**src/rtl/seg_scan_decoder.sv**
```systemverilog
// Display-bus monitor: filters the multiplexed seven-segment scan, decodes each
// stable digit back to hex and reassembles the displayed word.
module seg_scan_decoder #(
    parameter int NUM_DIGITS    = 4,
    parameter int STABLE_CYCLES = 4
) (
    input  logic                      clk,
    input  logic                      rst_n,
    input  logic [6:0]                seg_L,
    input  logic [NUM_DIGITS-1:0]     an_L,
    output logic [4*NUM_DIGITS-1:0]   value,
    output logic [NUM_DIGITS-1:0]     digit_valid,
    output logic                      frame_valid,
    output logic                      frame_strobe,
    output logic                      err_illegal,
    output logic                      err_anode
);
    localparam int SW = NUM_DIGITS + 7;
    localparam int CW = $clog2(STABLE_CYCLES + 2);
    localparam logic [CW-1:0]         CNT_EVAL = CW'(STABLE_CYCLES);
    localparam logic [CW-1:0]         CNT_SAT  = CW'(STABLE_CYCLES + 1);
    localparam logic [CW-1:0]         CNT_ONE  = CW'(1);
    localparam logic [NUM_DIGITS-1:0] AN_ONE   = NUM_DIGITS'(1);

    logic [SW-1:0]           sample_q, sample_d;
    logic [CW-1:0]           cnt_q, cnt_d;
    logic [4*NUM_DIGITS-1:0] value_q, value_d;
    logic [NUM_DIGITS-1:0]   dv_q, dv_d;
    logic [NUM_DIGITS-1:0]   mask_q, mask_d, mask_n;
    logic                    fv_q, fv_d;
    logic                    strobe_q, strobe_d;
    logic                    illegal_q, illegal_d;
    logic                    anode_q, anode_d;
    logic [NUM_DIGITS-1:0]   an_low;
    logic [4:0]              dec;

    // Returns {legal, nibble} for an active-high segment pattern.
    function automatic logic [4:0] decode(input logic [6:0] s);
        case (s)
            7'h3F: decode = 5'h10;
            7'h06: decode = 5'h11;
            7'h5B: decode = 5'h12;
            7'h4F: decode = 5'h13;
            7'h66: decode = 5'h14;
            7'h6D: decode = 5'h15;
            7'h7D: decode = 5'h16;
            7'h07: decode = 5'h17;
            7'h7F: decode = 5'h18;
            7'h6F: decode = 5'h19;
            7'h77: decode = 5'h1A;
            7'h7C: decode = 5'h1B;
            7'h39: decode = 5'h1C;
            7'h5E: decode = 5'h1D;
            7'h79: decode = 5'h1E;
            7'h71: decode = 5'h1F;
            default: decode = 5'h00;
        endcase
    endfunction

    assign sample_d = {an_L, seg_L};
    assign an_low   = ~sample_q[SW-1:7];
    assign dec      = decode(~sample_q[6:0]);

    // Saturating one past the evaluation point guarantees a single evaluation per window.
    always_comb begin
        cnt_d = cnt_q;
        if (sample_d != sample_q) begin
            cnt_d = CNT_ONE;
        end else if (cnt_q != CNT_SAT) begin
            cnt_d = cnt_q + CNT_ONE;
        end
    end

    always_comb begin
        value_d   = value_q;
        dv_d      = dv_q;
        mask_n    = mask_q;
        illegal_d = 1'b0;
        anode_d   = 1'b0;
        strobe_d  = 1'b0;
        if (cnt_q == CNT_EVAL && an_low != '0) begin
            if ((an_low & (an_low - AN_ONE)) != '0) begin
                anode_d = 1'b1;
            end else if (dec[4]) begin
                dv_d   = dv_q | an_low;
                mask_n = mask_q | an_low;
                for (int i = 0; i < NUM_DIGITS; i++) begin
                    if (an_low[i]) value_d[4*i +: 4] = dec[3:0];
                end
            end else begin
                illegal_d = 1'b1;
                dv_d      = dv_q & ~an_low;
                mask_n    = mask_q & ~an_low;
            end
        end
        mask_d = mask_n;
        if (&mask_n) begin
            strobe_d = 1'b1;
            mask_d   = '0;
        end
        fv_d = &dv_d;
    end

    always_ff @(posedge clk or negedge rst_n) begin
        if (!rst_n) begin
            sample_q  <= '1;
            cnt_q     <= '0;
            value_q   <= '0;
            dv_q      <= '0;
            mask_q    <= '0;
            fv_q      <= 1'b0;
            strobe_q  <= 1'b0;
            illegal_q <= 1'b0;
            anode_q   <= 1'b0;
        end else begin
            sample_q  <= sample_d;
            cnt_q     <= cnt_d;
            value_q   <= value_d;
            dv_q      <= dv_d;
            mask_q    <= mask_d;
            fv_q      <= fv_d;
            strobe_q  <= strobe_d;
            illegal_q <= illegal_d;
            anode_q   <= anode_d;
        end
    end

    assign value        = value_q;
    assign digit_valid  = dv_q;
    assign frame_valid  = fv_q;
    assign frame_strobe = strobe_q;
    assign err_illegal  = illegal_q;
    assign err_anode    = anode_q;
endmodule

```
**config.mk**
```make
export PLATFORM = sky130hd
export DESIGN_NAME = seg_scan_decoder
export DESIGN_NICKNAME = d
export VERILOG_FILES = /design/src/rtl/seg_scan_decoder.sv
export SDC_FILE = /design/constraint.sdc
export NUM_CORES = 1
export LEC_CHECK = 0
export BUFFER_PORTS_ARGS = -buffer_cell sky130_fd_sc_hd__buf_4
export CAP_MARGIN = 20
export CORE_MARGIN = 4
export CORE_UTILIZATION = 50
export DETAILED_ROUTE_END_ITERATION = 10
export PLACE_DENSITY = 0.75
export SLEW_MARGIN = 25
export SYNTH_ARGS = -nofsm -noshare
export SYNTH_HDL_FRONTEND = slang
export SYNTH_SLANG_ARGS = --single-unit
```
**constraint.sdc**
```tcl
create_clock -name clk -period 1.82 [get_ports clk]
set_input_delay 0.364 -clock clk [delete_from_list [all_inputs] [get_ports clk]]
set_output_delay 0.364 -clock clk [all_outputs]
set_load 0.01 [all_outputs]
```
==> reports/qor.yml <==
run_status:
  status: "finished, violations left"
  violations: "negative setup slack"
power:
  total_power_w: 0.001823
  powerDensity_mw_per_mm2: 608.2
  p_int_w: 0.001364
  p_leak_nw: 1.381
  power_frac_clock_pct: 34.8
  power_frac_seq_pct: 53.6
  p_comb_share_pct: 11.6
  switching_power_w: 0.0004588
  peakVddDrop_mv: 0.3498
  switching_share_pct: 25.16
die:
  dieArea_sq_mm: 0.005407
  fp-row-count: 23
  die_h_um: 73.53
  die_x_um: 73.53
  pin_count: 37
  initial_core_util_pct: 52.54
  core_area_sq_mm: 0.004086
global_routing:
  grt_overflow: 0
  grt_max_degree: 43
  grt_antenna_before_repair: 0
  grt_first_pass_wirelength_um: 8542
  track_usage_pct: 20.22
  grt_pass1_vias: 1821
sta:
  period_share_pct: 111.4
  tightest_slew_ns: 0.4941
  fin_crit_ns: 2.027
  maxSlewViolCount: 0
  clock.fmax_mhz: 493.4
  rsz0062_at_grt: "true"
  whs_ns: 0.03077
  max-slew-margin-rel_pct: 67.06
  hold_viol: 0
  clock_skew_ns: 0.007418
  fin_ws_ns: -0.2066
  setup_viol_count_final: 25
cells_and_area:
  nNetsFinal: 296
  diodes: 0
  fillers: 291
  fin_cells: 331
  finalInstanceArea_sq_mm: 0.002998
  drive_above_1_share_pct: 50.53
  area_growth_pct: 39.63
logic_synthesis:
  yosysUniqueCellTypes: 45
  avgSynthCellArea_sq_um: 10.58
  yosys_register_bits: 42
  synth_fp_nets: 219
  synth_top_area_cell: "dfrtp_1"
  yosysWarnings: 0
  synth_enable_flop_cells: 0
  synth-seq-area-share_pct: 49.59
  synthTopCellsByArea: "dfrtp_1, dfstp_2, mux2_2"
  synth_ff_type: "dfrtp_1"
  synth_cells: 203
  synth-async-reset-ratio_pct: 100.0
  syn_area_sq_mm: 0.002147
  synth_top_area_share_pct: 36.13
clocking:
  cts_root_buf: "clkbuf_8"
  cts.path.max_buffers: 2
  clkTransAtPathRegs_ns: 0.08
  cts_buffers: 5
  htreeDepth: 2
  insertion_delay_ns: 0.29
  cts.sinks: 42
  cts_tree: "yes"
worst_setup_path:
  reg2reg_slack_ns: -0.21
  required_ns: 2.00
  cp-start-kind: "flip-flop"
  timing.rr.start: "sample_q[4]"
  cp_data_arrival_time_ns: 2.21
  cp-endpoint: "value[15]"
  worst_r2r_path_depth: 8
  crit_path_start: "sample_q[4]"
  worstPathMaxFanout: 9
  endpoint_kind: "flip-flop"
  r2r-end: "value[15]"
  crit_type: "flip-flop to flip-flop"
route:
  drc: 0
  first_pass_iters: 4
  routedWlPerCell_um: 15.22
  drt_iter0_drc: 83
  ant_nets: 0
  viasPerCell: 5.432
  via_count: 1798
  wl_um: 5038
placement:
  portBuffers: 36
  gp_congestion: 0.8428
  placed_area_sq_mm: 0.002790
  hpwl_um: 3759
  dp_cells: 320
job:
  max_cap_viol_count: 0
min_path:
  hp-class: "input port to async pin"
## critical path, stage by stage, from the launching register on
cell     delay, ns
dfstp_2       0.57
buf_4         0.12
nand3_1       0.09
or3_4         0.35
nand2_2       0.10
nor3_4        0.05
buf_12        0.16
nor2_4        0.12
mux2_2        0.35
## kinds of logic (layout without fill, tap and decap cells)
kind of cell             count (synthesis)  after routing  synth area share (%)
adder cells (fa/ha/maj)                  3              3                 1.748
multiplexers                            12             12                 6.294
AO/OA/AOI/OAI                           39             39                 12.47
flip-flops                              42             42                 49.59
AND/OR/NAND/NOR                         78             78                 20.57
buffers and inverters                   16             94                 4.020
XOR/XNOR                                13             13                 5.303
## stage by stage
stage	setup TNS [ns]	util (%)	setup WS, ns
after floorplan	-0.4691	-	-0.04103
after detailed placement	-2.934	68.28	-0.2178
final	-3.022	73.36	-0.2066
after CTS	-3.755	72.23	-0.2363
after global placement	-2.345	68.28	-0.1817
after global routing	-5.122	73.36	-0.2891
## cell usage in the layout, fill, tap and decap left out, types with 4 or more instances in the layout
cell	instances
mux2_2	8
xor2_1	11
dfrtp_1	31
clkbuf_8	6
a21oi_1	6
nor3_1	7
nand4_1	5
o21ai_0	4
dfstp_2	11
o21ai_1	9
mux2_4	4
nor2_1	14
nand3_1	7
nor2_4	5
nand2_1	13
buf_4	82
## flip-flops by register name, summed over array words and instances (netlist names)
register,flops
value,16
sample_q,11
digit_valid,4
mask_q,4
cnt_q,3
err_anode,1
err_illegal,1
frame_strobe,1
frame_valid,1
## final cells by class
| type | instances | area, sq um | area share [%] |
|---|---|---|---|
| repair buffers | 83 | 635.6 | 21.20 |
| inverters | 3 | 11.26 | 0.3756 |
| multi-input cells | 145 | 1129 | 37.65 |
| clock buffers | 6 | 82.58 | 2.755 |
| well taps | 50 | 62.56 | 2.087 |
| flip-flops and latches | 42 | 1065 | 35.52 |
| clock inverters | 2 | 12.51 | 0.4174 |
## power by group through the flow
stage / combinational [W] / clock, W / sequential (W)
after floorplan: 0.000113 / 0 / 0.000979
after global placement: 0.000198 / 0 / 0.000993
after detailed placement: 0.000202 / 0 / 0.000994
after CTS: 0.000211 / 0.000654 / 0.000976
after global routing: 0.000235 / 0.000690 / 0.000981
final: 0.000212 / 0.000634 / 0.000977
## cell usage after synthesis (4+ instances only)
master	number
xor2_1	11
nor2_2	5
nor3_1	8
o2bb2ai_1	4
nor2_1	15
mux2_2	12
nand2_1	14
a21oi_1	9
dfrtp_1	31
nand3_1	8
o21ai_0	12
buf_2	9
dfstp_2	11
nand4_1	5
## metal layers
metal / part of all wire [%] / global-route usage [%] / vias up
met1: 43 / 25.96 / 848
met5: 0 / 0 / -
li1: - / - / 875
met4: 2.7 / 7.847 / 0
met2: 48 / 32.68 / 60
met3: 6.1 / 5.062 / 15
## how the worst min path moves through the flow
stage,startpoint,end,slack [ns],cells past startpoint
final,rst_n,value[13],0.03,1
after detailed placement,rst_n,value[5],0.37,1
after global routing,rst_n,value[13],0.07,1
after global placement,rst_n,value[5],0.37,1
after CTS,rst_n,value[13],0.04,1
after floorplan,rst_n,cnt_q[0],0.07,0
## repair_timing
action,CTS,global route
endpoints found under the setup margin,21,27
pin swaps,5,7
resized for setup,16,12
setup buffers,4,6
hold buffers,0,0
Power figures use the tool's default switching activity.
